File: src/rtl/riscv_pkg.sv
// Shared RV32 constants for the front end: NOP encoding, major opcodes, XLEN.
package riscv_pkg;
  localparam int          XLEN      = 32;
  localparam logic [31:0] NOP_INSTR = 32'h0000_0013;
  localparam logic [6:0]  OP_I_IMM  = 7'b0010011;
  localparam logic [6:0]  OP_LOAD   = 7'b0000011;
  localparam logic [6:0]  OP_JAL    = 7'b1101111;
  localparam logic [6:0]  OP_S      = 7'b0100011;
  localparam logic [6:0]  OP_B      = 7'b1100011;
  localparam logic [6:0]  OP_R      = 7'b0110011;
endpackage

File: src/rtl/fetch_pair_fifo.sv
// Synchronous FIFO of {pc, instr1, instr2} entries; head is read straight from the storage registers.
module fetch_pair_fifo #(
  parameter int DEPTH = 2,
  parameter int W     = 96,
  localparam int CW   = $clog2(DEPTH + 1),
  localparam int PW   = (DEPTH > 1) ? $clog2(DEPTH) : 1
) (
  input  logic          clk,
  input  logic          rst,
  input  logic          i_push,
  input  logic          i_pop,
  input  logic          i_flush,
  input  logic [W-1:0]  i_data,
  output logic [W-1:0]  o_head,
  output logic          o_full,
  output logic          o_empty,
  output logic [CW-1:0] o_count
);
  logic [W-1:0]  r_mem [DEPTH];
  logic [PW-1:0] r_rd, r_wr;
  logic [CW-1:0] r_count;
  logic          w_push, w_pop;

  function automatic logic [PW-1:0] ptr_inc(input logic [PW-1:0] p);
    return (p == PW'(DEPTH - 1)) ? '0 : p + 1'b1;
  endfunction

  // Flush beats a same-cycle push.
  assign w_push  = i_push & ~i_flush;
  assign w_pop   = i_pop & ~o_empty;
  assign o_empty = (r_count == '0);
  assign o_full  = (r_count == CW'(DEPTH));
  assign o_count = r_count;
  assign o_head  = r_mem[r_rd];

  always_ff @(posedge clk) begin
    if (rst || i_flush) begin
      r_rd    <= '0;
      r_wr    <= '0;
      r_count <= '0;
    end else begin
      if (w_push) r_wr <= ptr_inc(r_wr);
      if (w_pop)  r_rd <= ptr_inc(r_rd);
      r_count <= r_count + CW'(w_push) - CW'(w_pop);
    end
  end

  always_ff @(posedge clk) begin
    if (!rst && w_push) r_mem[r_wr] <= i_data;
  end
endmodule

File: src/rtl/fetch_pair_unit.sv
// Dual-issue fetch front end: owns the PC, drives the pair-ROM address and buffers tagged pairs for decode.
module fetch_pair_unit
  import riscv_pkg::*;
#(
  parameter logic [31:0] RESET_PC = 32'h0000_0000,
  parameter int          DEPTH    = 2,
  parameter int          AW       = 10
) (
  input  logic            clk,
  input  logic            rst,
  output logic [AW-1:0]   rom_addr,
  input  logic [XLEN-1:0] rom_instr1,
  input  logic [XLEN-1:0] rom_instr2,
  input  logic            redirect_valid,
  input  logic [XLEN-1:0] redirect_pc,
  output logic            if_valid,
  input  logic            if_ready,
  output logic [XLEN-1:0] if_pc,
  output logic [XLEN-1:0] if_instr1,
  output logic [XLEN-1:0] if_instr2
);
  localparam int CW = $clog2(DEPTH + 1);

  logic [XLEN-1:0] r_fetch_pc, r_req_pc, r_if_pc;
  logic            r_req_pending;

  logic [XLEN-1:0] w_redir_pc, w_base_pc;
  logic [XLEN-1:0] w_head_pc, w_head_i1, w_head_i2;
  logic [3*XLEN-1:0] w_head;
  logic [CW-1:0]   w_count;
  logic [CW:0]     w_occ;
  logic            w_pop, w_push, w_redir, w_issue, w_full, w_empty;

  assign w_redir_pc = {redirect_pc[XLEN-1:2], 2'b00};
  assign w_redir    = redirect_valid & ~rst;
  assign w_pop      = if_valid & if_ready;
  // Slots already claimed: buffered pairs plus the read in flight, less the one leaving now.
  assign w_occ      = {1'b0, w_count} + (CW+1)'(r_req_pending) - (CW+1)'(w_pop);
  assign w_issue    = ~rst & (redirect_valid | (w_occ < (CW+1)'(DEPTH)));
  assign w_base_pc  = w_redir ? w_redir_pc : r_fetch_pc;
  assign rom_addr   = rst ? RESET_PC[AW+1:2] : w_base_pc[AW+1:2];
  // Data returning during a redirect belongs to the abandoned path.
  assign w_push     = r_req_pending & ~redirect_valid;

  fetch_pair_fifo #(.DEPTH(DEPTH), .W(3*XLEN)) u_fifo (
    .clk     (clk),
    .rst     (rst),
    .i_push  (w_push),
    .i_pop   (w_pop),
    .i_flush (w_redir),
    .i_data  ({r_req_pc, rom_instr1, rom_instr2}),
    .o_head  (w_head),
    .o_full  (w_full),
    .o_empty (w_empty),
    .o_count (w_count)
  );

  assign {w_head_pc, w_head_i1, w_head_i2} = w_head;
  assign if_valid  = ~w_empty;
  assign if_pc     = if_valid ? w_head_pc : r_if_pc;
  assign if_instr1 = if_valid ? w_head_i1 : NOP_INSTR;
  assign if_instr2 = if_valid ? w_head_i2 : NOP_INSTR;

  always_ff @(posedge clk) begin
    if (rst) begin
      r_fetch_pc    <= RESET_PC;
      r_req_pc      <= RESET_PC;
      r_req_pending <= 1'b0;
      r_if_pc       <= RESET_PC;
    end else begin
      r_req_pending <= w_issue;
      if (w_issue) begin
        r_req_pc   <= w_base_pc;
        r_fetch_pc <= w_base_pc + 32'd8;
      end
      if (if_valid) r_if_pc <= w_head_pc;
    end
  end

  // Issue throttling guarantees a returning pair always has a free slot.
  always_ff @(posedge clk) begin
    if (!rst) assert (!(w_push && !w_redir && w_full));
  end
endmodule

File: config.mk
export PLATFORM = sky130hd
export DESIGN_NAME = fetch_pair_unit
export DESIGN_NICKNAME = d
export VERILOG_FILES = /design/src/rtl/riscv_pkg.sv /design/src/rtl/fetch_pair_fifo.sv /design/src/rtl/fetch_pair_unit.sv
export SDC_FILE = /design/constraint.sdc
export NUM_CORES = 1
export LEC_CHECK = 0
export CORE_AREA = 4 4 162 164
export CTS_BUF_LIST = sky130_fd_sc_hd__clkbuf_4 sky130_fd_sc_hd__clkbuf_8
export CTS_CLUSTER_DIAMETER = 50
export CTS_CLUSTER_SIZE = 8
export DETAILED_ROUTE_END_ITERATION = 10
export DIE_AREA = 0 0 166 168
export DONT_BUFFER_PORTS = 1
export GPL_TIMING_DRIVEN = 0
export PLACE_DENSITY_LB_ADDON = 0.12
export SLEW_MARGIN = 20
export SYNTH_ARGS = -nofsm -noshare
export SYNTH_HDL_FRONTEND = slang
export SYNTH_SLANG_ARGS = --single-unit
File: constraint.sdc
create_clock -name clk -period 7.55 [get_ports clk]
set_input_delay 1.8875 -clock clk [delete_from_list [all_inputs] [get_ports clk]]
set_output_delay 1.8875 -clock clk [all_outputs]
set_load 0.02 [all_outputs]
==> impl_metrics.py <==
metrics = {
    "grt": {
        "antenna_found_initial": 1,
        "grt_pass1_wl_um": 46100,
        "grt_pass1_vias": 7959,
        "grt_start_max_net_pins": 52,
        "grt-ovfl-total": 0,
        "grt_use_total_pct": 20.9,
    },
    "floorplanning": {
        "core_area_mm2": 0.0249,
        "die_x_um": 166,
        "start_util_pct": 49.1,
        "num_rows": 58,
        "fp.dieArea_mm2": 0.0279,
        "die_h_um": 168,
        "io_pins": 207,
    },
    "detailed_routing": {
        "vias_per_cell": 5.57,
        "drt_pre_antenna_iters": 5,
        "first_iter_violations": 524,
        "vias": 8042,
        "detail-route-antenna-nets": 0,
        "avgRoutedWirePerCell_um": 20.7,
        "totalWireLength_um": 29900,
        "drc": 0,
    },
    "yosys": {
        "ys_top_cells_by_area": "edfxtp_1, dfxtp_1, mux2i_1, nand2_1, nor2_1",
        "syn_inst": 1031,
        "synth_top_cell_by_area": "edfxtp_1",
        "synth_top_area_share_pct": 46.2,
        "synth.avg_cell_area_um2": 11.8,
        "syn_area_mm2": 0.0122,
        "synthFlopType": "edfxtp_1",
        "syn_nets": 1136,
        "synth_warnings": 0,
        "synth_edf_count": 188,
        "async_flop_share_pct": 0,
        "ys_ff_latch": 285,
        "yosysSeqAreaShare_pct": 62.1,
        "post_synth_num_cell_types": 53,
    },
    "power": {
        "power_density_mw_per_mm2": 250,
        "vdd_ir_drop_max_mv": 0.113,
        "p_leak_nw": 4.51,
    },
    "clock_tree": {
        "clkLatencyLatePin_ns": 0.55,
        "clkSlewWorstSetupHoldPaths_ns": 0.06,
        "post_cts_buffers": 0,
        "h-tree-depth": 2,
        "cts_hold_buf": 0,
        "clock_path_buffers": 3,
        "cts_buffers": 43,
        "cts.sinks": 285,
        "root_buffer": "clkbuf_8",
        "cts-resized-gates": 0,
        "cts_tree": "done",
    },
    "timing": {
        "min_period_over_period_pct": 73.8,
        "slew_violations": 0,
        "skew_ns": 0.0249,
        "finalHoldViolations": 0,
        "max_freq_mhz": 179,
        "relSlewSlack_pct": 26.1,
        "setup_viol": 0,
        "worst_slack_ns": 1.98,
        "fin_crit_ns": 5.57,
        "tightestPinTransition_ns": 1.10,
        "rsz0062_at_grt": "no",
    },
    "min_path": {
        "hold_path_class": "reg -> reg",
    },
    "final_layout": {
        "fin_cells": 1444,
        "area_delta_synth_final_pct": 11.9,
        "layout-drive-gt1-share_pct": 10.2,
        "nFillCells": 2163,
        "nets": 1186,
        "n_antenna_cell": 0,
    },
    "outcome": {
        "run_status": "complete, no violations",
    },
    "place": {
        "dp_slack_ns": 1.94,
        "placedCellCount": 1366,
        "place_congestion": 0.879,
        "io_buffer_count": 0,
        "dp_hpwl_um": 21000,
    },
    "setup_path": {
        "endpoint_kind": "output pin",
        "critPathMaxFanout": 10,
        "start_kind": "input port",
        "critPathKind": "in -> out",
        "cp_data_arrival_time_ns": 3.69,
        "cp.required_ns": 5.66,
    },
    "job": {
        "maxCapViolCount": 0,
    },
}
metrics by stage:
step	total power, mW	hold slack (ns)	TNS (ns)	area [um2]	utilization [%]
floorplan	2.04	0.419	0	12200	-
global placement	2.14	0.426	-195.36	12600	50.7
detailed placement	2.14	0.436	0	12800	51.3
CTS	3.46	0.450	0	13700	54.9
global route	3.57	0.465	0	13700	54.9
finish	3.42	0.448	0	13700	54.9
worst max-delay path, cell delays in order:
cell and delay, ns:
buf_4 0.15, clkbuf_1 0.53, clkbuf_1 0.62, mux2i_1 0.16, nor2_1 0.33
cells in the mapped netlist (2+ instances only):
library cell / count
nor3_1: 27
mux2i_1: 129
a211oi_1: 11
ha_1: 4
o21a_1: 4
buf_4: 3
dfxtp_1: 97
a2111oi_2: 2
o21ai_1: 2
buf_1: 7
mux2i_4: 4
xnor2_1: 24
o21ai_0: 41
and2_1: 33
o2111ai_1: 2
and4b_1: 2
clkbuf_1: 44
o211ai_1: 5
nand3_1: 24
nand2b_1: 2
nand4_1: 8
nor4_1: 11
a311oi_1: 9
nor2b_1: 4
clkinv_1: 2
xor2_1: 8
nor4b_1: 2
nor4_4: 2
edfxtp_1: 188
and3_1: 14
buf_6: 4
a21oi_1: 24
a31oi_1: 4
nand2_1: 132
mux2_2: 6
inv_1: 8
nor2_1: 118
buf_2: 3
o22ai_1: 3
cells by family (layout without fill, tap and decap cells):
group,count (synthesis),in the layout,share of synthesized area (%)
buf+inv,71,154,2.55
compound gates,112,112,5.72
mux,140,140,12.0
xor+xnor,32,32,2.30
flops,285,285,62.1
simple gates,386,386,14.8
fa+ha+maj,5,5,0.574
layout by cell type, fill, tap and decap left out, types with 27 or more instances in the layout:
cell,n
nor3_1,27
nand2_1,132
clkbuf_8,44
nor2_1,117
and2_1,33
o21ai_0,40
edfxtp_1,188
clkbuf_4,27
mux2i_1,129
clkbuf_1,44
dfxtp_1,97
cell type report:
class                      count  area, um2  share of cell area, %
buffer                        61        274                   2.00
clock buffer                  71        808                   5.91
clock inverter                 7       92.6                  0.677
inverter                      10       37.5                  0.275
multi-input combinational    675       4330                   31.6
sequential                   285       7590                   55.5
tap                          330        413                   3.02
timing repair buffer           5        130                  0.952
path summary, 6_finish.rpt:
| check | start | endpoint | slack (ns) | cells after the start |
|---|---|---|---|---|
| setup reg to reg | u_fifo.o_count[1]$_SDFF_PP0_ | r_req_pc[30]$_SDFFE_PP0P_ | 3.40 | 13 |
| hold reg to reg | r_req_pc[5]$_SDFFE_PP0P_ | u_fifo.r_mem[0][69]$_DFFE_PP_ | 0.45 | 0 |
| setup / recovery | redirect_valid | rom_addr[7] | 1.98 | 5 |
| hold / removal | r_req_pc[5]$_SDFFE_PP0P_ | u_fifo.r_mem[0][69]$_DFFE_PP_ | 0.45 | 0 |
report_power, final:
group | total [mW] | internal, mW | switching [mW] | leakage [nW]
sequential | 1.77 | 1.73 | 0.0384 | 2.51
combinational | 0.338 | 0.0951 | 0.243 | 1.52
clock | 1.31 | 0.745 | 0.567 | 0.479
total | 3.42 | 2.57 | 0.849 | 4.51
sequential cells by signal, summed over array words and instances (netlist names), named ones only:
name,count
u_fifo.r_rd,1
r_fetch_pc,30
r_if_pc,32
u_fifo.o_count,2
r_req_pending,1
r_req_pc,29
u_fifo.r_mem,188
u_fifo.r_wr,1
routing by layer:
| metal | routed length [um] | part of all wire (%) | up-vias | GRT usage [%] |
|---|---|---|---|---|
| li1 | - | - | 3821 | - |
| met1 | 12100 | 40 | 3854 | 26.1 |
| met2 | 14300 | 48 | 308 | 35.0 |
| met3 | 2900 | 9.7 | 57 | 7.47 |
| met4 | 529 | 1.8 | 2 | 5.42 |
| met5 | 13 | 0.043 | - | 0 |
Power figures use the tool's default switching activity.
